<file path="src/rtl/cordic_gain_pipe.sv">
// 3-stage CORDIC gain (K ~= 0.607253) compensation pipeline with valid/ready flow control.
// Define CORDIC_GAIN_ROUND_EN to add GUARD_BITS guard bits and round-half-up; default truncates (floor).
module cordic_gain_pipe #(
    parameter int CORDIC_WIDTH = 22,
    parameter int GUARD_BITS   = 4
) (
    input  logic                    clk,
    input  logic                    rst_n,
    input  logic                    in_valid_i,
    output logic                    in_ready_o,
    input  logic                    gain_en_i,
    input  logic [CORDIC_WIDTH-1:0] x_i,
    input  logic [CORDIC_WIDTH-1:0] y_i,
    output logic                    out_valid_o,
    input  logic                    out_ready_i,
    output logic [CORDIC_WIDTH-1:0] x_o,
    output logic [CORDIC_WIDTH-1:0] y_o
);

`ifdef CORDIC_GAIN_ROUND_EN
    localparam bit ROUND_EN = 1'b1;
`else
    localparam bit ROUND_EN = 1'b0;
`endif

    localparam int unsigned CW = unsigned'(CORDIC_WIDTH);
    localparam int unsigned GB = ROUND_EN ? unsigned'(GUARD_BITS) : 0;
    localparam int unsigned SW = CW + 2 + GB;

    // Sign-extend by two bits and append GB fractional zeros.
    function automatic logic signed [SW-1:0] widen(input logic signed [CW-1:0] v);
        return SW'(v) <<< GB;
    endfunction

    function automatic logic signed [SW-1:0] part_hi(input logic signed [SW-1:0] v);
        return (v >>> 1) + (v >>> 4) + (v >>> 5) + (v >>> 7) + (v >>> 8);
    endfunction

    function automatic logic signed [SW-1:0] part_lo(input logic signed [SW-1:0] v);
        return (v >>> 10) + (v >>> 11) + (v >>> 12) + (v >>> 14);
    endfunction

    logic                 v1_q, g1_q;
    logic signed [CW-1:0] x1_q, y1_q;
    logic                 v2_q, g2_q;
    logic signed [SW-1:0] xa_q, xb_q, ya_q, yb_q;
    logic signed [SW-1:0] xa_d, xb_d, ya_d, yb_d;
    logic                 v3_q;
    logic signed [CW-1:0] x3_q, y3_q;
    logic signed [CW-1:0] x3_d, y3_d;
    logic signed [SW-1:0] xs, ys;
    logic signed [SW-1:0] xw, yw;
    logic                 adv;

    // Whole pipe moves as one; it only stalls when the output slot is held.
    assign adv        = !v3_q || out_ready_i;
    assign in_ready_o = adv;

    // S2 partial sums; pass-through samples carry the widened input in the upper slot.
    always_comb begin
        xw   = widen(x1_q);
        yw   = widen(y1_q);
        xa_d = xw;
        ya_d = yw;
        xb_d = '0;
        yb_d = '0;
        if (g1_q) begin
            xa_d = part_hi(xw);
            xb_d = part_lo(xw);
            ya_d = part_hi(yw);
            yb_d = part_lo(yw);
        end
    end

    // S3 final sum, optional rounding, drop guard bits and truncate.
    always_comb begin
        xs = xa_q + xb_q;
        ys = ya_q + yb_q;
`ifdef CORDIC_GAIN_ROUND_EN
        if (g2_q) begin
            xs = xs + (SW'(1) << (GB - 1));
            ys = ys + (SW'(1) << (GB - 1));
        end
`endif
        x3_d = CW'(xs >>> GB);
        y3_d = CW'(ys >>> GB);
    end

    always_ff @(posedge clk or negedge rst_n) begin
        if (!rst_n) begin
            v1_q <= 1'b0;
            g1_q <= 1'b0;
            x1_q <= '0;
            y1_q <= '0;
            v2_q <= 1'b0;
            g2_q <= 1'b0;
            xa_q <= '0;
            xb_q <= '0;
            ya_q <= '0;
            yb_q <= '0;
            v3_q <= 1'b0;
            x3_q <= '0;
            y3_q <= '0;
        end else if (adv) begin
            v1_q <= in_valid_i;
            g1_q <= gain_en_i;
            x1_q <= x_i;
            y1_q <= y_i;
            v2_q <= v1_q;
            g2_q <= g1_q;
            xa_q <= xa_d;
            xb_q <= xb_d;
            ya_q <= ya_d;
            yb_q <= yb_d;
            v3_q <= v2_q;
            x3_q <= x3_d;
            y3_q <= y3_d;
        end
    end

    assign out_valid_o = v3_q;
    assign x_o         = x3_q;
    assign y_o         = y3_q;

endmodule

</file>
<file path="config.mk">
export PLATFORM = sky130hd
export DESIGN_NAME = cordic_gain_pipe
export DESIGN_NICKNAME = d
export VERILOG_FILES = /design/src/rtl/cordic_gain_pipe.sv
export SDC_FILE = /design/constraint.sdc
export NUM_CORES = 1
export LEC_CHECK = 0
export CAP_MARGIN = 5
export CORE_ASPECT_RATIO = 0.6
export CORE_MARGIN = 3
export CORE_UTILIZATION = 55
export DETAILED_ROUTE_END_ITERATION = 7
export GPL_TIMING_DRIVEN = 0
export PLACE_DENSITY = 0.76
export SLEW_MARGIN = 30
export SYNTH_ARGS = -nofsm -noshare
export SYNTH_HDL_FRONTEND = slang
export SYNTH_SLANG_ARGS = --single-unit
</file>
<file path="constraint.sdc">
create_clock -name clk -period 11.95 [get_ports clk]
set_clock_uncertainty 0.1 [all_clocks]
set_input_delay 3.585 -clock clk [delete_from_list [all_inputs] [get_ports clk]]
set_output_delay 3.585 -clock clk [all_outputs]
set_load 0.05 [all_outputs]
</file>
==> metrics.json, run 1 <==
{
  "place_congestion": {"value": 0.944},
  "routed-via-count": {"value": 12500},
  "post_cts.resized_instances": {"value": 0},
  "hold-worst-slack": {"value": 0.358, "unit": "ns"},
  "vias_per_cell": {"value": 5.85},
  "synth_compound_gate_area_share": {"value": 19.0, "unit": "%"},
  "grt_antenna_before_repair": {"value": 2},
  "dominantRegCellSynth": {"value": "dfrtp_1"},
  "row_count": {"value": 45},
  "number_of_global_route_vias_before_repair": {"value": 12000},
  "die_height": {"value": 133, "unit": "um"},
  "drtIter0Drc": {"value": 1243},
  "global_route.usage.total": {"value": 31.4, "unit": "%"},
  "max-cap-violations": {"value": 0},
  "final_layout_size_suffix_gt1_share": {"value": 2.87, "unit": "%"},
  "grt_overflow": {"value": 0},
  "first_pass_iters": {"value": 7},
  "final_period_demand_of_the_worst_path": {"value": 10.27, "unit": "ns"},
  "number_of_synthesized_flops_with_an_enable_pin": {"value": 0},
  "post_synth_instance_area": {"value": 14900, "unit": "um^2"},
  "wl_per_cell": {"value": 20.9, "unit": "um"},
  "synth-adder-area-share": {"value": 29.1, "unit": "%"},
  "postLayoutCoreUtil": {"value": 65.2, "unit": "%"},
  "setup.worst_path.end_class": {"value": "primary output"},
  "n_fill_cell": {"value": 2152},
  "min-delay-path-class": {"value": "reg2reg"},
  "port_bufs": {"value": 94},
  "critical_path.max_fanout": {"value": 10},
  "cts_made_buffers": {"value": 17},
  "worst-slew-pin-transition": {"value": 0.921, "unit": "ns"},
  "clock_latency": {"value": 0.46, "unit": "ns"},
  "yosys_register_bits": {"value": 166},
  "grt_pass1_wl": {"value": 69400, "unit": "um"},
  "final_common_cell": {"value": "inv_1"},
  "total_nets_final": {"value": 2081},
  "outcome": {"value": "completed"},
  "critical_path_required_time": {"value": 8.27, "unit": "ns"},
  "layout_worst_path_cycle_share": {"value": 85.9, "unit": "%"},
  "core_area": {"value": 25900, "unit": "um^2"},
  "fp.dieW": {"value": 218, "unit": "um"},
  "grt_max_degree": {"value": 86},
  "yosys.area_share.xor_xnor": {"value": 4.71, "unit": "%"},
  "start_util": {"value": 57.4, "unit": "%"},
  "post-dp-hpwl": {"value": 35300, "unit": "um"},
  "synthSimpleGateAreaFrac": {"value": 10.9, "unit": "%"},
  "setup.worst_path.class": {"value": "in2out"},
  "synthMuxAreaShare": {"value": 0.951, "unit": "%"},
  "min_delay_path_depth": {"value": 1},
  "pin_count": {"value": 95},
  "setup_viol_count_final": {"value": 0},
  "route.final.wire_length": {"value": 44400, "unit": "um"},
  "dieArea": {"value": 29100, "unit": "um^2"},
  "ctsRootBufferMaster": {"value": "clkbuf_16"},
  "critical_path.startpoint_type": {"value": "input pin"},
  "cts_max_path_buffers": {"value": 2},
  "layout.area.seq": {"value": 4150, "unit": "um^2"},
  "post_synthesis_average_cell_area": {"value": 9.01, "unit": "um^2"},
  "h-tree-depth": {"value": 4},
  "path_clk_slew": {"value": 0.06, "unit": "ns"},
  "worst_r2r_path_depth": {"value": 15},
  "report.final.slew_viol_count": {"value": 0},
  "holdBufCountCts": {"value": 0},
  "antenna_cells": {"value": 0},
  "syn-instance-count": {"value": 1650},
  "timing.final.hold_violations": {"value": 0},
  "post_cts_buffers": {"value": 0},
  "synth_top_family_by_area": {"value": "adder cells"},
  "synth_seq_area_share": {"value": 28.0, "unit": "%"},
  "cts_sinks": {"value": 166},
  "tritoncts": {"value": "built"},
  "drc": {"value": 0},
  "finalSetupTns": {"value": 0, "unit": "ns"},
  "layout.cells.most_common_list": {"value": "inv_1, nand2_1, dfrtp_1"},
  "cp_data_arrival_time": {"value": 6.58, "unit": "ns"},
  "grt_setup_unrepaired": {"value": "false"},
  "syn-num-nets": {"value": 1967},
  "slew_headroom": {"value": 38.4, "unit": "%"},
  "layout-area-overhead-vs-synth": {"value": 13.7, "unit": "%"},
  "achievable-frequency": {"value": 0.0974, "unit": "GHz"},
  "ys_async_sr_fraction": {"value": 100, "unit": "%"},
  "synth.distinct_cells": {"value": 66},
  "route.antenna.remaining_nets": {"value": 0},
  "multiInputGateArea": {"value": 9620, "unit": "um^2"},
  "ys.warnings.count": {"value": 0}
}
==> cell type report <==
cell class                      count  share of cell area (%)
Multi-Input combinational cell   1198                    56.9
Timing Repair Buffer               95                    5.76
Clock inverter                     14                    1.10
Clock buffer                       18                    2.54
Tap cell                          352                    2.61
Sequential cell                   166                    24.6
Buffer                             62                    1.49
Inverter                          224                    4.98
==> cells in the mapped netlist, types with 4 or more instances <==
| master | number | share of area, % |
|---|---|---|
| a211o_1 | 4 | 0.24 |
| a211oi_1 | 17 | 0.86 |
| a21boi_0 | 5 | 0.25 |
| a21o_1 | 34 | 1.7 |
| a21oi_1 | 124 | 4.2 |
| a31oi_1 | 11 | 0.46 |
| a32o_1 | 4 | 0.27 |
| a41oi_1 | 5 | 0.29 |
| and3_1 | 12 | 0.51 |
| buf_1 | 8 | 0.20 |
| clkbuf_1 | 49 | 1.2 |
| dfrtp_1 | 166 | 28 |
| fa_1 | 130 | 18 |
| ha_1 | 138 | 12 |
| inv_1 | 223 | 5.6 |
| mux2i_1 | 13 | 0.88 |
| nand2_1 | 175 | 4.4 |
| nand2b_1 | 10 | 0.42 |
| nand3_1 | 30 | 1.0 |
| nand4_1 | 8 | 0.34 |
| nor2_1 | 88 | 2.2 |
| nor2b_1 | 4 | 0.17 |
| nor3_1 | 30 | 1.0 |
| nor4_1 | 4 | 0.17 |
| o211ai_1 | 5 | 0.25 |
| o21a_1 | 13 | 0.66 |
| o21ai_0 | 157 | 5.3 |
| o21ai_1 | 17 | 0.57 |
| o21bai_1 | 15 | 0.76 |
| o31ai_1 | 9 | 0.45 |
| or3_1 | 7 | 0.29 |
| xnor2_1 | 49 | 2.9 |
| xor2_1 | 31 | 1.8 |
==> per-stage QoR <==
| step | cells | setup slack, ns | instance area (um^2) |
|---|---|---|---|
| after floorplan | 1650 | 3.43 | 14900 |
| after global routing | 2129 | 1.59 | 16900 |
| after global placement | 2096 | 0.394 | 16200 |
| final | 2129 | 1.68 | 16900 |
| after detailed placement | 2097 | 1.70 | 16300 |
| after CTS | 2129 | 1.70 | 16900 |
==> cells by family after synthesis <==
| logic type | count (synthesis) |
|---|---|
| AOI/OAI and AO/OA | 461 |
| adders and majority gates | 268 |
| buffers and inverters | 286 |
| and+or+nand+nor | 375 |
| xor gates and xnor gates | 80 |
| DFF | 166 |
| muxes | 14 |
==> sequential cells by signal (all words and copies together) (netlist names), 15 cells and up <==
register,flops
ya_q,22
xb_q,15
y_o,22
xa_q,22
x_o,22
y1_q,22
x1_q,22
yb_q,15
==> layer usage <==
layer	global-route usage, %	wire length (um)	vias up
met5	0	11	-
met4	6.73	620	2
met3	11.4	5450	49
met2	41.0	17000	593
met1	49.2	21400	5985
li1	-	-	5821
==> path summary, 6_finish.rpt <==
| check | start | to | slack [ns] |
|---|---|---|---|
| max | out_ready_i | in_ready_o | 1.68 |
| min | v2_q | out_valid_o | 0.36 |
| max reg2reg | x1_q[15] | xa_q[19] | 6.89 |
| min reg2reg | v2_q | out_valid_o | 0.36 |
| max in group asynchronous | rst_n | y1_q[12] | 7.85 |
| min in group asynchronous | rst_n | x_o[5] | 3.03 |
==> critical path: stages <==
cell and delay (ns):
clkdlybuf4s50_1 0.46, nor2b_1 0.04, clkbuf_1 0.32, inv_2 0.34, clkbuf_1 0.48, buf_1 0.46, clkdlybuf4s50_1 0.90
Power of run 1 is left out: the tool's default activity adds up to more than one toggle a clock period on the data nets, which glitch-free logic cannot reach.
==> run 2: changes to the inputs <==
Settings changed: CTS_BUF_LIST set to sky130_fd_sc_hd__clkbuf_16, CTS_CLUSTER_SIZE set to 10.
==> run 2 against run 1 <==
  * Via count is essentially flat
  * Die area is the same
  * Setup slack got worse by 0.0033 ns
  * Sequential cell count is the same
  * Non-clock buffer count unchanged
  * Core utilization did not move
  * Count of clock-buffer cells in the layout down 1
  * Hold slack hardly changed
  * Fmax hardly changed
  * Sequential share of layout area did not move
  * Design area unchanged
==> metrics.json, run 2 (same netlist as run 1, synthesis figures left out) <==
{
  "critical_path.startpoint_type": {"value": "input pin"},
  "port_bufs": {"value": 94},
  "gr-max-usage-layer": {"value": "met1"},
  "worst-slew-pin-transition": {"value": 0.920, "unit": "ns"},
  "tritoncts": {"value": "built"},
  "route.antenna.remaining_nets": {"value": 0},
  "holdBufCountCts": {"value": 0},
  "outcome": {"value": "completed"},
  "dieArea": {"value": 29100, "unit": "um^2"},
  "routed-via-count": {"value": 12400},
  "grtUsageMet2": {"value": 41.0, "unit": "%"},
  "postLayoutCoreUtil": {"value": 65.2, "unit": "%"},
  "post_cts.resized_instances": {"value": 0},
  "grt_overflow": {"value": 0},
  "grt_max_degree": {"value": 86},
  "start_util": {"value": 57.4, "unit": "%"},
  "setup.worst_path.class": {"value": "in2out"},
  "drtIter0Drc": {"value": 1243},
  "grt_setup_unrepaired": {"value": "false"},
  "achievable-frequency": {"value": 0.0974, "unit": "GHz"},
  "wl_per_cell": {"value": 20.9, "unit": "um"},
  "final_common_cell": {"value": "inv_1"},
  "pin_count": {"value": 95},
  "timing.final.hold_violations": {"value": 0},
  "min-delay-path-class": {"value": "reg2reg"},
  "die_height": {"value": 133, "unit": "um"},
  "fp.dieW": {"value": 218, "unit": "um"},
  "critical_path_required_time": {"value": 8.27, "unit": "ns"},
  "post-dp-hpwl": {"value": 35300, "unit": "um"},
  "register_to_register_setup_slack": {"value": 6.88, "unit": "ns"},
  "slew_headroom": {"value": 38.4, "unit": "%"},
  "cts_made_buffers": {"value": 17},
  "setup.worst_path.end_class": {"value": "primary output"},
  "finalSetupTns": {"value": 0, "unit": "ns"},
  "layout.cells.most_common_list": {"value": "inv_1, nand2_1, dfrtp_1"},
  "vias_per_cell": {"value": 5.84},
  "cts_sinks": {"value": 166},
  "cp_data_arrival_time": {"value": 6.59, "unit": "ns"},
  "place_congestion": {"value": 0.944},
  "global_route.usage.total": {"value": 31.4, "unit": "%"},
  "grt_pass1_wl": {"value": 69400, "unit": "um"},
  "drc": {"value": 0},
  "final_period_demand_of_the_worst_path": {"value": 10.27, "unit": "ns"},
  "post_cts_buffers": {"value": 0},
  "report.final.slew_viol_count": {"value": 0},
  "setup_ws": {"value": 1.68, "unit": "ns"},
  "cts_max_path_buffers": {"value": 2},
  "antenna_cells": {"value": 0},
  "path_clk_slew": {"value": 0.06, "unit": "ns"},
  "setup_viol_count_final": {"value": 0},
  "layout_worst_path_cycle_share": {"value": 86.0, "unit": "%"},
  "route.final.wire_length": {"value": 44400, "unit": "um"},
  "number_of_global_route_vias_before_repair": {"value": 12000},
  "n_fill_cell": {"value": 2152},
  "critical_path.max_fanout": {"value": 10},
  "grt_antenna_before_repair": {"value": 2},
  "ctsRootBufferMaster": {"value": "clkbuf_16"},
  "max-cap-violations": {"value": 0},
  "h-tree-depth": {"value": 4},
  "core_area": {"value": 25900, "unit": "um^2"},
  "layout-area-overhead-vs-synth": {"value": 13.7, "unit": "%"},
  "final_layout_size_suffix_gt1_share": {"value": 2.87, "unit": "%"},
  "first_pass_iters": {"value": 6},
  "grt_util_met3": {"value": 11.4, "unit": "%"},
  "total_nets_final": {"value": 2081},
  "clock_latency": {"value": 0.46, "unit": "ns"},
  "grt_use_met1": {"value": 49.2, "unit": "%"},
  "place_worst_setup_slack": {"value": 1.70, "unit": "ns"},
  "row_count": {"value": 45}
}
-- run 2: changes by cell type in the layout (fill, tap and decap cells not counted) --
| cell | delta |
|---|---|
| inv_1 | +1 |
| clkbuf_1 | -1 |
-- run 2: final cells by class --
type	instances	area, um^2	area share [%]
clock inverter	15	190	1.13
multi-input combinational	1198	9620	56.9
sequential	166	4150	24.6
buffer	62	251	1.49
clock buffer	17	425	2.52
inverter	224	841	4.98
tap	352	440	2.61
timing repair buffer	95	973	5.76
-- run 2: final timing paths --
check,start,end,cells past startpoint
max,out_ready_i,in_ready_o,7
max reg2reg,x1_q[15],xa_q[19],15
min,v2_q,out_valid_o,1
max in group asynchronous,rst_n,y1_q[12],2
min reg2reg,v2_q,out_valid_o,1
min in group asynchronous,rst_n,x_o[5],1
-- run 2: worst max-delay path: stages --
cell	delay [ns]
clkdlybuf4s50_1	0.46
nor2b_1	0.04
clkbuf_1	0.32
inv_2	0.34
clkbuf_1	0.48
buf_1	0.46
clkdlybuf4s50_1	0.90
-- run 2: routing by layer --
metal | vias up | wire length (um)
met2 | 543 | 17000
met3 | 49 | 5100
met5 | - | 11
met1 | 6026 | 21700
li1 | 5823 | -
met4 | 2 | 622
-- run 2: through the flow --
step                instances  instance area [um^2]  hold WS (ns)
floorplan                1650                 14900         0.330
global placement         2096                 16200         0.349
detailed placement       2097                 16300         0.344
CTS                      2129                 16900         0.359
global route             2129                 16900         0.387
finish                   2129                 16900         0.358
Power of run 2 is left out for the same reason.
==> run 3: changes to the inputs <==
--- a/config.mk
+++ b/config.mk
@@ -6,9 +6,8 @@
 export NUM_CORES = 1
 export LEC_CHECK = 0
-export CAP_MARGIN = 5
+export CAP_MARGIN = 25
 export CORE_ASPECT_RATIO = 0.6
 export CORE_MARGIN = 3
 export CORE_UTILIZATION = 55
-export CTS_BUF_LIST = sky130_fd_sc_hd__clkbuf_16
 export CTS_CLUSTER_SIZE = 10
 export DETAILED_ROUTE_END_ITERATION = 7
--- a/constraint.sdc
+++ b/constraint.sdc
@@ -3,3 +3,3 @@
 set_input_delay 3.585 -clock clk [delete_from_list [all_inputs] [get_ports clk]]
 set_output_delay 3.585 -clock clk [all_outputs]
-set_load 0.05 [all_outputs]
+set_load 0.005 [all_outputs]
==> results of run 3 <==
Same layout as run 1 (identical final DEF). Status: completed.
Main changes from that run: setup slack after placement 1.70 ns -> 2.00 ns; setup slack after layout 1.68 ns -> 1.98 ns
Power of run 3 is left out for the same reason.
